**config.mk**
```make
export PLATFORM = sky130hd
export DESIGN_NAME = mem_copy_ctrl
export DESIGN_NICKNAME = d
export VERILOG_FILES = /design/src/rtl/mem_ctrl_pkg.sv /design/src/rtl/mem_copy_ctrl.sv
export SDC_FILE = /design/constraint.sdc
export NUM_CORES = 1
export LEC_CHECK = 0
export CAP_MARGIN = 20
export CELL_PAD_IN_SITES_DETAIL_PLACEMENT = 1
export CELL_PAD_IN_SITES_GLOBAL_PLACEMENT = 1
export CORE_UTILIZATION = 35
export DETAILED_ROUTE_END_ITERATION = 16
export PLACE_DENSITY_LB_ADDON = 0.2
export SLEW_MARGIN = 20
export SYNTH_ARGS = -nofsm -noshare
export SYNTH_HDL_FRONTEND = slang
export SYNTH_SLANG_ARGS = --single-unit
```
**constraint.sdc**
```tcl
create_clock -name clock -period 4.56 [get_ports clock]
set_input_delay 1.368 -clock clock [delete_from_list [all_inputs] [get_ports clock]]
set_output_delay 1.368 -clock clock [all_outputs]
set_load 0.01 [all_outputs]
```
**src/rtl/mem_ctrl_pkg.sv**
```systemverilog
// Shared definitions for the memory copy controller: default widths,
// FSM state encodings and the length clamp helper.
package mem_ctrl_pkg;

  localparam int ADDR_W = 5;
  localparam int DATA_W = 8;

  // State register type; encodings kept as plain constants so older
  // blocks that compare raw state codes keep working.
  typedef logic [2:0] state_t;

  localparam state_t IDLE = 3'd0;
  localparam state_t RD   = 3'd1;
  localparam state_t WT   = 3'd2;
  localparam state_t WR   = 3'd3;
  localparam state_t VA   = 3'd4;
  localparam state_t VW   = 3'd5;
  localparam state_t VC   = 3'd6;
  localparam state_t DONE = 3'd7;

  // Requests longer than the memory depth are cut down to the full depth.
  function automatic int unsigned clamp_len(input int unsigned req,
                                            input int unsigned max_len);
    return (req > max_len) ? max_len : req;
  endfunction

endpackage

```
**src/rtl/mem_copy_ctrl.sv**
```systemverilog
// Copy engine: streams len words from ROM (src_base..) into RAM (dst_base..)
// under start/busy/done handshaking. With MEM_COPY_VERIFY_EN defined, a read
// back pass compares both memories and counts mismatches in err_count;
// without it the engine finishes straight after the last write and
// err_count stays 0.
module mem_copy_ctrl
  import mem_ctrl_pkg::*;
#(
  parameter int AW = ADDR_W,
  parameter int DW = DATA_W
) (
  input  logic          clock,
  input  logic          reset,
  input  logic          start,
  input  logic [AW-1:0] src_base,
  input  logic [AW-1:0] dst_base,
  input  logic [AW:0]   len,
  output logic          busy,
  output logic          done,
  output logic [AW-1:0] a_rom,
  input  logic [DW-1:0] q_rom,
  output logic [AW-1:0] a_ram,
  output logic [DW-1:0] d_ram,
  output logic          wren,
  input  logic [DW-1:0] q_ram,
  output logic [AW:0]   err_count
);

  localparam int unsigned MAX_LEN = 1 << AW;

  state_t        state;
  logic [AW-1:0] src_reg;
  logic [AW-1:0] dst_reg;
  logic [AW:0]   len_reg;
  logic [AW-1:0] k;
  logic [DW-1:0] data_reg;
  logic          last_word;

  // k walks 0..len-1; len_reg is never zero outside IDLE/DONE
  assign last_word = ({1'b0, k} == (len_reg - (AW+1)'(1)));

  // Main sequencer: captures the request, steps the word index and
  // latches memory read data at the point it becomes valid
  always_ff @(posedge clock or posedge reset) begin
    if (reset) begin
      state    <= IDLE;
      src_reg  <= '0;
      dst_reg  <= '0;
      len_reg  <= '0;
      k        <= '0;
      data_reg <= '0;
    end else begin
      case (state)
        IDLE: begin
          if (start) begin
            src_reg <= src_base;
            dst_reg <= dst_base;
            len_reg <= (AW+1)'(clamp_len(32'(len), MAX_LEN));
            k       <= '0;
            state   <= (len == '0) ? DONE : RD;
          end
        end
        RD: state <= WT;
        WT: begin
          data_reg <= q_rom;
          state    <= WR;
        end
        WR: begin
          if (last_word) begin
            k <= '0;
`ifdef MEM_COPY_VERIFY_EN
            state <= VA;
`else
            state <= DONE;
`endif
          end else begin
            k     <= k + 1'b1;
            state <= RD;
          end
        end
`ifdef MEM_COPY_VERIFY_EN
        VA: state <= VW;
        VW: begin
          data_reg <= q_rom;
          state    <= VC;
        end
        VC: begin
          if (last_word) begin
            state <= DONE;
          end else begin
            k     <= k + 1'b1;
            state <= VA;
          end
        end
`endif
        DONE:    state <= IDLE;
        default: state <= IDLE;
      endcase
    end
  end

`ifdef MEM_COPY_VERIFY_EN
  logic [DW-1:0] ram_word;
  logic [AW:0]   err_reg;

  // Verify datapath: hold the RAM word next to the ROM word and count
  // differences, saturating at the memory depth
  always_ff @(posedge clock or posedge reset) begin
    if (reset) begin
      ram_word <= '0;
      err_reg  <= '0;
    end else if (state == IDLE && start) begin
      err_reg <= '0;
    end else if (state == VW) begin
      ram_word <= q_ram;
    end else if (state == VC && data_reg != ram_word &&
                 err_reg != (AW+1)'(MAX_LEN)) begin
      err_reg <= err_reg + 1'b1;
    end
  end

  assign err_count = err_reg;
`else
  logic unused_q_ram;

  assign unused_q_ram = ^q_ram;
  assign err_count    = '0;
`endif

  // Outputs decode straight from state so reset clears them at once
  assign busy  = (state != IDLE) && (state != DONE);
  assign done  = (state == DONE);
  assign wren  = (state == WR);
  assign a_rom = src_reg + k;
  assign a_ram = dst_reg + k;
  assign d_ram = data_reg;

endmodule

```
After elaboration in Yosys (flattened, before gate mapping). Cells that the tools add are included.

Output and inout bits: 27. Bits of input ports: 35. Register bits after elaboration: 32. Word-level logic and storage cells: 33.

Equality and inequality tests: 7. Magnitude comparators: 1. Reduce and logical (&&, ||, !) cells: 7. $add $sub $neg: 4. Multiplexer cells: 8.

Operator list (number): $pmux 3 s4 (1); $add 5x5->5 (2); $mux 5 (2); $pmux 5 s2 (1); $mux 3 (3); $eq 3x2->1 const B (2); $eq 5x6->1 (1); $gt 6x6->1 const B (1); $logic_not 6->1 (1); $mux 6 (1); $sub 6x1->6 const B (1); $add 5x1->5 const B (1); $reduce_and 2->1 (2); $eq 3x1->1 const B (1); $eq 3x3->1 const B (1); $logic_not 3->1 (1); $ne 3x3->1 const B (1); $reduce_bool 3->1 (1); $ne 2x2->1 const B (1); $reduce_bool 2->1 (1); $logic_and 1x1->1 (1).

Depth between registers and ports, before layout.
Depth in word-level cells: 4. Mapped depth: 7. Depth with buffers taken out: 7.

Least setup slack after synthesis. OpenSTA, ideal clock, no wires.

Kind: flip-flop to output port. Start: register k[0]. End: output a_rom[4]. Data required time: 3.192 ns. Setup slack: 1.691 ns. Data arrival time: 1.501 ns. Stages on the path, launching flop included: 8. Path buffers: 0. Cells stage by stage: dfrtp_1 -> ha_1 -> inv_1 -> fa_1 -> inv_1 -> a21o_1 -> a21oi_1 -> xnor2_1.

Word-level cells in the longest chain between the ends: 1.

Ends and longest elaborated chain: start: declaration (line mem_copy_ctrl.sv:35) `logic [AW-1:0] k;`; start signal: assignment (line mem_copy_ctrl.sv:77) `k <= k + 1'b1;`; $add 5x5->5 (line mem_copy_ctrl.sv:134) `assign a_rom = src_reg + k;`; end: declaration (line mem_copy_ctrl.sv:20) `output logic [AW-1:0] a_rom,`.

No other way between the ends.

Worst setup path after layout.
Start: register k[0]. End: output a_ram[4].

Word-level cells in the longest chain between the ends: 1.

Ends and longest elaborated chain: $add 5x5->5 (line mem_copy_ctrl.sv:135) `assign a_ram = dst_reg + k;`; end: declaration (line mem_copy_ctrl.sv:22) `output logic [AW-1:0] a_ram,`.

No other way between the ends.

==> reports/metrics.json <==
{
  "ctsLongestPathBuffers": 2,
  "synth.lib_cells_used.distinct": 40,
  "synth_top_flop_cell": "dfrtp_1",
  "timing.rr.start": "len_reg[0]$_DFFE_PP0P_",
  "leading_cell_types_in_the_layout_fill_and_taps_excluded": "clkdlybuf4s50_1, nand2_1, dfrtp_1, inv_1",
  "num-nets-final": 290,
  "globalRouteOverflowTotal": 0,
  "setup_viol": 0,
  "grt_util_all_layers_pct": 18.0,
  "worst_clock_skew_ns": 0.00539,
  "synth-async-reset-ratio_pct": 100,
  "drt_pre_antenna_iters": 4,
  "grt_max_degree": 33,
  "grt_pass1_wl_um": 7380,
  "post-route-util_pct": 48.3,
  "power.leakage_nw": 1.19,
  "core_um2": 5110,
  "vias": 1563,
  "synth.yosys.seq_area_share_pct": 43.2,
  "clock_sink_count": 32,
  "critPathRequiredTime_ns": 3.19,
  "dp_hpwl_um": 3230,
  "synth-edff-count": 0,
  "worst_slack_placed_ns": 1.05,
  "vias_in_the_first_global_route": 1611,
  "worstRegToRegCells": 7,
  "cts_hold_buffers": 0,
  "area_growth_syn_to_layout_pct": 33.2,
  "worst_slack_ns": 0.761,
  "final_worst_hold_slack_ns": 0.487,
  "timing_max_transition_violations_final": 0,
  "fp.dieW_um": 74.7,
  "clk_latency_ns": 0.29,
  "cell_area_after_technology_mapping_um2": 1850,
  "synth-warning-count": 0,
  "path_clk_slew_ns": 0.07,
  "die_area_um2": 5590,
  "antenna_violations_before_repair": 0,
  "end_kind": "primary output",
  "dieHeight_um": 74.7,
  "post-cts-setup-buffer-count": 0,
  "std_cell_rows": 26,
  "hp-class": "reg2reg",
  "final.setup.tns_ns": 0,
  "max_cap_violations": 0,
  "critical_path_class": "reg2out",
  "synth.ff_latch_count": 32,
  "crit_arrival_ns": 2.43,
  "cts-buffers-inserted": 5,
  "grt_setup_unrepaired": "no",
  "buffer_ports.inserted": 47,
  "ir_drop_uv": 264,
  "post-route-min-period_ns": 3.80,
  "cts-resized-gates": 0,
  "reg2reg_to": "k[2]$_DFFE_PP0P_",
  "finalCritPeriodShare_pct": 83.3,
  "outcome": "finished, final reports clean",
  "drtIter0Drc": 63,
  "slew_at_the_pin_with_the_worst_max_slew_slack_ns": 0.829,
  "path_max_fanout": 7,
  "vias_per_cell": 4.99,
  "clock_tree_from_tritoncts": "done",
  "ff2ff_setup_slack_ns": 2.31,
  "ratio_of_cells_with_drive_above_1_in_the_final_layout_pct": 8.64,
  "antennaDiodeCount": 0,
  "routed_wl_um": 4380,
  "most_common_cell_after_layout_fill_and_taps_aside": "clkdlybuf4s50_1",
  "hold-path-cell-count": 2,
  "post_synth_inst_count": 194,
  "clock-root-buffer": "clkbuf_8",
  "final_antenna_net_count": 0,
  "floorplan.io_pins": 62,
  "wl_per_cell_um": 14.0,
  "hold_path_startpoint": "dst_reg[2]$_DFFE_PP0P_",
  "finalWeightedCongestion": 0.690,
  "remaining_routing_drc_violations": 0,
  "start_util_pct": 36.3,
  "crit_path_start_kind": "flop",
  "min_delay_worst_endpoint": "dst_reg[2]$_DFFE_PP0P_",
  "syn_area_per_cell_um2": 9.55,
  "pwr_density_cell_nw_per_um2": 746,
  "largest_reg_flops": 8,
  "cts-htree-levels": 2,
  "report.final.hold_viol_count": 0,
  "slew-limit-headroom_pct": 44.7,
  "maxClockFrequency_mhz": 263
}
==> per-stage QoR <==
stage          instances  instance area [um2]  power (mW)
6_report             313                 2470        1.84
3_5_place_dp         306                 2370        1.62
4_1_cts              313                 2470        1.87
5_1_grt              313                 2470        1.99
2_1_floorplan        199                 1870        1.15
3_3_place_gp         306                 2370        1.59
==> how the worst max path moves through the flow <==
| stage | slack [ns] | depth (start not counted) | endpoint | startpoint |
|---|---|---|---|---|
| 3_5_place_dp | 1.05 | 8 | a_ram[4] | k[0]$_DFFE_PP0P_ |
| 4_1_cts | 0.74 | 8 | a_ram[4] | k[0]$_DFFE_PP0P_ |
| 2_1_floorplan | 1.69 | 7 | a_rom[4] | k[0]$_DFFE_PP0P_ |
| 5_1_grt | 0.63 | 8 | a_ram[4] | k[0]$_DFFE_PP0P_ |
| 3_3_place_gp | 1.07 | 8 | a_ram[4] | k[0]$_DFFE_PP0P_ |
| 6_report | 0.76 | 8 | a_ram[4] | k[0]$_DFFE_PP0P_ |
==> cells by family after synthesis <==
group	share of synthesized area [%]
AND/OR/NAND/NOR	20.5
XOR/XNOR	6.15
flip-flops	43.2
buffers and inverters	6.15
multiplexers	4.87
adder cells (fa/ha/maj)	8.92
other	0.203
AO/OA/AOI/OAI	10.0
==> routing by layer <==
layer,wire length [um],GRT usage [%]
met1,1920,21.6
met3,230,4.55
met5,0,0
met2,2160,29.8
met4,74,9.22
==> synth_stat cells, types with 2 or more instances <==
library cell  count  share of area, %
nand3_1           3              0.81
dfrtp_1          32                43
nor3_1            4               1.1
ha_1             10               6.8
xor2_1            3               1.4
and3_1            4               1.4
clkbuf_1          4              0.81
o21ai_0           6               1.6
o211a_1           2               1.1
a21oi_1           6               1.6
nand3b_1          5               2.0
a21o_1            4               1.6
buf_4             6               2.4
nor2_1            9               1.8
xnor2_1          10               4.7
fa_1              2               2.2
nand2_1          41               8.3
mux2_2            8               4.9
inv_1            13               2.6
nor2b_1           2              0.68
==> layout make-up <==
cell class,instances,area [um2]
Fill cell,586,2640
Timing Repair Buffer,48,478
Tap cell,70,87.6
Multi-Input combinational cell,143,956
Clock buffer,7,96.3
Sequential cell,32,801
Inverter,13,48.8
==> critical path, stage by stage, from the launching register on <==
cell and delay [ns]:
dfrtp_1 0.52, ha_1 0.24, inv_1 0.06, fa_1 0.39, inv_1 0.07, a21o_1 0.10
a21oi_1 0.08, xnor2_1 0.14, clkdlybuf4s50_1 0.55
==> where the power goes <==
part	switching, mW	internal, mW	leakage (nW)	total [mW]
logic	0.475	0.588	0.746	1.06
registers	0.125	0.412	0.398	0.537
clock network	0.105	0.134	0.0503	0.240
No activity file was read; power rests on OpenSTA's default activity.
